File: src/rtl/control_unit.sv
// control_unit
//   Multicycle Moore control FSM for the 4-bit-opcode accumulator datapath.
//   It sequences fetch, decode, memory access, ALU execute and writeback, and
//   drives every datapath enable and select line.
//
// Ports
//   clk            rising-edge clock
//   reset          asynchronous active-low reset (0 = in reset)
//   opcode[3:0]    instruction register bits [15:12]
//   toCU           branch condition from the datapath flags (used in DECODE)
//   pcEn           PC load
//   selAddress     memory address select (0 = PC, 1 = instruction address)
//   mr, mw         memory read / write strobes
//   wordRegEn      latch memory word into the instruction register
//   DIEn           latch memory word into the data-in register
//   LSEn, RSEn     accumulator shift left / right
//   selData[1:0]   accumulator source (00 = result reg, 01 = data-in)
//   selAddressAC   PC source (00 = PC+1, 01 = instruction address)
//   selALUsrc      ALU B operand (0 = data-in, 1 = zero)
//   operation[2:0] ALU op (000 ADD, 001 SUB, 010 AND, 011 OR, 100 NOT A)
//   enb            accumulator write
//   dataRegEn      reserved, tied 0
//   resultRegEn    latch ALU output
//   CEn, ZEn, NEn  flag register loads
//   halted         high while in HALT
module control_unit (
  input  logic       clk,
  input  logic       reset,
  input  logic [3:0] opcode,
  input  logic       toCU,
  output logic       pcEn,
  output logic       selAddress,
  output logic       mr,
  output logic       mw,
  output logic       wordRegEn,
  output logic       DIEn,
  output logic       LSEn,
  output logic       RSEn,
  output logic [1:0] selData,
  output logic [1:0] selAddressAC,
  output logic       selALUsrc,
  output logic [2:0] operation,
  output logic       enb,
  output logic       dataRegEn,
  output logic       resultRegEn,
  output logic       CEn,
  output logic       ZEn,
  output logic       NEn,
  output logic       halted
);

  typedef enum logic [3:0] {
    S_IDLE, S_FETCH, S_DECODE, S_MEMRD, S_EXEC,
    S_WB, S_STORE, S_JUMP, S_SHIFT, S_HALT
  } state_t;

  typedef struct packed {
    logic       pc_en;
    logic       sel_address;
    logic       mr;
    logic       mw;
    logic       word_reg_en;
    logic       di_en;
    logic       ls_en;
    logic       rs_en;
    logic [1:0] sel_data;
    logic [1:0] sel_address_ac;
    logic       sel_alu_src;
    logic [2:0] operation;
    logic       enb;
    logic       result_reg_en;
    logic       c_en;
    logic       z_en;
    logic       n_en;
    logic       halted;
  } ctrl_t;

  state_t state, state_nxt;
  ctrl_t  ctrl_q, ctrl_nxt;
  logic [3:0] op_minus3;

  assign op_minus3 = opcode - 4'd3;

  always_comb begin
    state_nxt = state;
    unique case (state)
      S_IDLE:   state_nxt = S_FETCH;
      S_FETCH:  state_nxt = S_DECODE;
      S_DECODE: begin
        case (opcode)
          4'h1, 4'h3, 4'h4, 4'h5, 4'h6: state_nxt = S_MEMRD;
          4'h2:                         state_nxt = S_STORE;
          4'h7:                         state_nxt = S_EXEC;
          4'h8, 4'h9:                   state_nxt = S_SHIFT;
          4'hA:                         state_nxt = S_JUMP;
          4'hB:                         state_nxt = toCU ? S_JUMP : S_FETCH;
          4'hC:                         state_nxt = S_HALT;
          default:                      state_nxt = S_FETCH;
        endcase
      end
      S_MEMRD:  state_nxt = (opcode == 4'h1) ? S_WB : S_EXEC;
      S_EXEC:   state_nxt = S_WB;
      S_WB, S_STORE, S_JUMP, S_SHIFT: state_nxt = S_FETCH;
      S_HALT:   state_nxt = S_HALT;
      default:  state_nxt = S_IDLE;
    endcase
  end

  // Outputs are registered, so they are decoded from the state being entered.
  // Opcode is stable across that edge everywhere it matters (the instruction
  // register only loads at the end of FETCH, and DECODE outputs are all 0).
  always_comb begin
    ctrl_nxt = '0;
    unique case (state_nxt)
      S_FETCH: begin
        ctrl_nxt.mr          = 1'b1;
        ctrl_nxt.word_reg_en = 1'b1;
        ctrl_nxt.pc_en       = 1'b1;
      end
      S_MEMRD: begin
        ctrl_nxt.sel_address = 1'b1;
        ctrl_nxt.mr          = 1'b1;
        ctrl_nxt.di_en       = 1'b1;
      end
      S_EXEC: begin
        ctrl_nxt.result_reg_en = 1'b1;
        ctrl_nxt.z_en          = 1'b1;
        ctrl_nxt.n_en          = 1'b1;
        if (opcode == 4'h7) begin
          ctrl_nxt.operation   = 3'b100;
          ctrl_nxt.sel_alu_src = 1'b1;
        end else begin
          ctrl_nxt.operation = op_minus3[2:0];
          ctrl_nxt.c_en      = (opcode == 4'h3) || (opcode == 4'h4);
        end
      end
      S_WB: begin
        ctrl_nxt.enb      = 1'b1;
        ctrl_nxt.sel_data = (opcode == 4'h1) ? 2'b01 : 2'b00;
      end
      S_STORE: begin
        ctrl_nxt.sel_address = 1'b1;
        ctrl_nxt.mw          = 1'b1;
      end
      S_JUMP: begin
        ctrl_nxt.pc_en          = 1'b1;
        ctrl_nxt.sel_address_ac = 2'b01;
      end
      S_SHIFT: begin
        ctrl_nxt.ls_en = (opcode == 4'h8);
        ctrl_nxt.rs_en = (opcode == 4'h9);
      end
      S_HALT:  ctrl_nxt.halted = 1'b1;
      default: ctrl_nxt = '0;
    endcase
  end

  always_ff @(posedge clk or negedge reset) begin
    if (!reset) begin
      state  <= S_IDLE;
      ctrl_q <= '0;
    end else begin
      state  <= state_nxt;
      ctrl_q <= ctrl_nxt;
    end
  end

  assign pcEn         = ctrl_q.pc_en;
  assign selAddress   = ctrl_q.sel_address;
  assign mr           = ctrl_q.mr;
  assign mw           = ctrl_q.mw;
  assign wordRegEn    = ctrl_q.word_reg_en;
  assign DIEn         = ctrl_q.di_en;
  assign LSEn         = ctrl_q.ls_en;
  assign RSEn         = ctrl_q.rs_en;
  assign selData      = ctrl_q.sel_data;
  assign selAddressAC = ctrl_q.sel_address_ac;
  assign selALUsrc    = ctrl_q.sel_alu_src;
  assign operation    = ctrl_q.operation;
  assign enb          = ctrl_q.enb;
  assign dataRegEn    = 1'b0;
  assign resultRegEn  = ctrl_q.result_reg_en;
  assign CEn          = ctrl_q.c_en;
  assign ZEn          = ctrl_q.z_en;
  assign NEn          = ctrl_q.n_en;
  assign halted       = ctrl_q.halted;

endmodule

File: config.mk
export PLATFORM = sky130hd
export DESIGN_NAME = control_unit
export DESIGN_NICKNAME = d
export VERILOG_FILES = /design/src/rtl/control_unit.sv
export SDC_FILE = /design/constraint.sdc
export NUM_CORES = 1
export LEC_CHECK = 0
export BUFFER_PORTS_ARGS = -buffer_cell sky130_fd_sc_hd__buf_2
export CAP_MARGIN = 30
export CORE_ASPECT_RATIO = 0.9
export CORE_MARGIN = 4
export CORE_UTILIZATION = 30
export DETAILED_ROUTE_END_ITERATION = 10
export PLACE_DENSITY = 0.49
export SLEW_MARGIN = 10
export SYNTH_ARGS = -nofsm -noshare
export SYNTH_HDL_FRONTEND = slang
export SYNTH_SLANG_ARGS = --single-unit
File: constraint.sdc
create_clock -name clk -period 3.8 [get_ports clk]
set_input_delay 0.76 -clock clk [delete_from_list [all_inputs] [get_ports clk]]
set_output_delay 0.76 -clock clk [all_outputs]
set_load 0.02 [all_outputs]
==> qor_table.md <==
| Result | Reported |
|---|---|
| Global-route wire length before repair | 3820 um |
| Remaining Overflow, GRT | 0 |
| Total number of H-tree levels | 1 |
| 1st-pass router iterations | 4 |
| Combined global-route utilization of all metal layers | 9.93% |
| Largest net degree at the start of global routing | 23 |
| Crit-path cells | buf_2, inv_1, ha_1, nor4b_2, a221oi_2, o41ai_4, nand3_4, nor3_2 |
| Worst-path cell with the longest stage delay | sky130_fd_sc_hd__o41ai_4 |
| Share of synthesized area occupied by flip-flops and latches | 45.6% |
| Final number of setup-violating endpoints | 0 |
| Port buffer count | 26 |
| Register share of total power | 35.3% |
| Vias/cell | 4.84 |
| Cell count after synthesis | 114 |
| CP Max Fanout | 9 |
| TritonCTS clock tree | done |
| Maximum clock insertion buffer count | 2 |
| DR DRC count | 0 |
| Cell leakage power | 0.703 nW |
| Final cycle utilization of the critical path | 64.1% |
| Critical path endpoint category | register |
| Clock skew | 0.00706 ns |
| Proportion of power drawn by the clock network | 22.9% |
| Hold violation count in the final report | 0 |
| Clk root buf | sky130_fd_sc_hd__clkbuf_8 |
| Net switching fraction of the power | 38.4% |
| Wirelength, routed | 2310 um |
| Clock Sink Count | 22 |
| Clock slew at reported path FFs | 0.08 ns |
| Status | completed |
| Kind of critical path | input port to register |
| Number of buffers inserted to repair setup after CTS | 0 |
| Actual slew at the worst max-slew pin | 0.588 ns |
| Iteration-0 DRC count of the detailed router | 46 |
| Insertion delay of the later-clocked pin in the worst-skew pair | 0.26 ns |
| Die Span X | 74.9 um |
| EDFF count, synth | 0 |
| Final Net Count | 149 |
| Number of global-route vias before repair | 800 |
| Cells resized by post-CTS repair | 0 |
| Hold WC Path Type | input port to asynchronous set/reset pin |
| Area of the placeable core | 3810 sq um |
| CTS Buf Count | 3 |
| Synth-to-Final Area Change | 16.6% |
| Final period demand of the worst path | 2.44 ns |
| Net Switching | 362 uW |
| Cell area after synthesis | 1210 sq um |
| Total negative slack | 0 ns |
| Final instance count without filler cells | 183 |
| Flops & latches, synth | 22 |
| Area of the die | 5110 sq um |
| Routed WL per cell | 12.6 um |
| Count of cell types in the netlist | 43 |
| Power Internal | 580 uW |
| Post-Syn Area per Cell | 10.6 sq um |
| Async set-or-reset flop fraction in the synthesized netlist | 100% |
| Comb pwr share | 41.8% |
| Y dimension of the die | 68.2 um |
| Starting Density | 31.7% |
| Sort of element at the start of the critical path | input port |
| Worst voltage drop across the vdd grid | 205 uV |
| Final weighted congestion of routability-driven global placement | 0.861 |
| Unrepaired setup endpoints after global routing | false |
| Max-cap violation count | 0 |
| Total half-perimeter wirelength after legalization and detailed placement | 1770 um |
| Highest clock rate | 0.410 GHz |
| Relative max-transition margin | 60.6% |
| Data required, critical path | 3.98 ns |
| Antenna-violating nets left | 0 |
| IO Count | 30 |
| Critical path arrival | 2.61 ns |
| Prevailing post-synth register cell | sky130_fd_sc_hd__dfrtp_1 |
| Initial antenna violation count | 0 |
| Filler cell count | 383 |
| CTS hold repair buffers | 0 |
| CP peak stage delay | 0.51 ns |
| Post-Place Cells | 179 |
| Vias after detailed routing | 886 |
| Count of warnings emitted by yosys | 0 |
| Pins over their slew limit | 0 |
| Proportion of layout cells with a drive suffix above 1 | 32.1% |
| Diodes inserted | 0 |
| Count of standard-cell rows | 21 |
| Cell Pwr Density | 669 nW/um^2 |
## power groups by stage
| stage | registers, mW | logic, mW | clock network, mW |
|---|---|---|---|
| floorplan | 0.377 | 0.267 | 0 |
| global placement | 0.335 | 0.400 | 0 |
| detailed placement | 0.336 | 0.396 | 0 |
| CTS | 0.332 | 0.398 | 0.220 |
| global route | 0.340 | 0.434 | 0.229 |
| finish | 0.332 | 0.394 | 0.215 |
## metrics by stage
stage	hold WS [ns]	total power [mW]	instance area, sq um	util [%]	worst slack (ns)
2_1_floorplan	0.464	0.644	1210	-	1.34
5_1_grt	0.498	1.00	1410	36.9	1.23
6_report	0.445	0.941	1410	36.9	1.36
4_1_cts	0.470	0.950	1410	36.9	1.35
3_5_place_dp	0.623	0.733	1340	35.1	1.08
3_3_place_gp	0.620	0.735	1340	35.1	1.07
## critical path: cells and delay by family
kind	cells	cell delay, ns
compound gates	2	0.65
simple gates	3	0.75
fa+ha+maj	1	0.28
buf+inv	2	0.18
## Yosys cell counts, drive strengths merged, types with 2 or more instances
cell type  instances  share of area [%]
buf                9                5.5
nand2              4                1.2
dfrtp             22                 46
nor3               6                3.3
a21oi              4                1.7
nand3              2                1.9
or3                2                1.5
o21ai              6                2.5
ha                 4                4.1
and3b              2                1.5
and2               3                1.8
a221oi             2                2.5
o21a               2                1.2
nor2              14                4.4
or2                2                1.2
inv                8                2.7
nor2b              6                3.1
## area by class of cell
| type | instances | area [sq um] | area share [%] |
|---|---|---|---|
| multi-input cells | 77 | 566 | 40.2 |
| flip-flops and latches | 22 | 551 | 39.1 |
| repair buffers | 26 | 130 | 9.24 |
| well taps | 46 | 57.6 | 4.09 |
| clock buffers | 3 | 41.3 | 2.93 |
| inverters | 8 | 32.5 | 2.31 |
| clock inverters | 1 | 30.0 | 2.13 |
## flip-flops by register name, indices dropped and copies added, names as in the netlist
register / count
NEn: 1
mw: 1
halted: 1
wordRegEn: 1
mr: 1
RSEn: 1
selALUsrc: 1
DIEn: 1
state: 4
operation: 3
LSEn: 1
selAddress: 1
CEn: 1
selData: 1
selAddressAC: 1
pcEn: 1
enb: 1
## path summary, 6_finish.rpt
check	depth (start not counted)	slack (ns)	from	endpoint
max reg2reg	6	1.98	state[0]	pcEn
min	1	0.45	reset	mr
min in group clk	1	0.65	state[3]	enb
max	8	1.36	opcode[0]	operation[2]
max in group asynchronous	1	3.03	reset	selData[0]
min reg2reg	1	0.65	state[3]	enb
## cell usage in the layout (no fill, tap or decap), drive strengths merged, types with 2 or more instances in the layout
master  count
conb        3
or2         2
nand3       2
ha          4
o21ai       6
dfrtp      22
nor2b       6
nor2       14
inv         8
and3b       2
nor3        6
and2        3
a21oi       4
clkbuf      3
nand2       4
or3         2
buf        26
o21a        2
a221oi      2
## per-layer routing
layer | vias to the layer above | part of all wire [%] | GRT usage (%)
li1 | 429 | - | -
met5 | - | 0 | 0
met3 | 6 | 5.5 | 1.32
met2 | 28 | 44 | 14.6
met4 | 0 | 2.8 | 6.00
met1 | 423 | 48 | 13.8
## cell families after synthesis
logic type               Yosys count  synth area share (%)
flip-flops                        22                  45.6
buffers and inverters             17                  8.19
AND/OR/NAND/NOR                   47                  24.0
other                              1                 0.311
AO/OA/AOI/OAI                     23                  17.7
adder cells (fa/ha/maj)            4                  4.15
(Power assumes the default switching activity.)
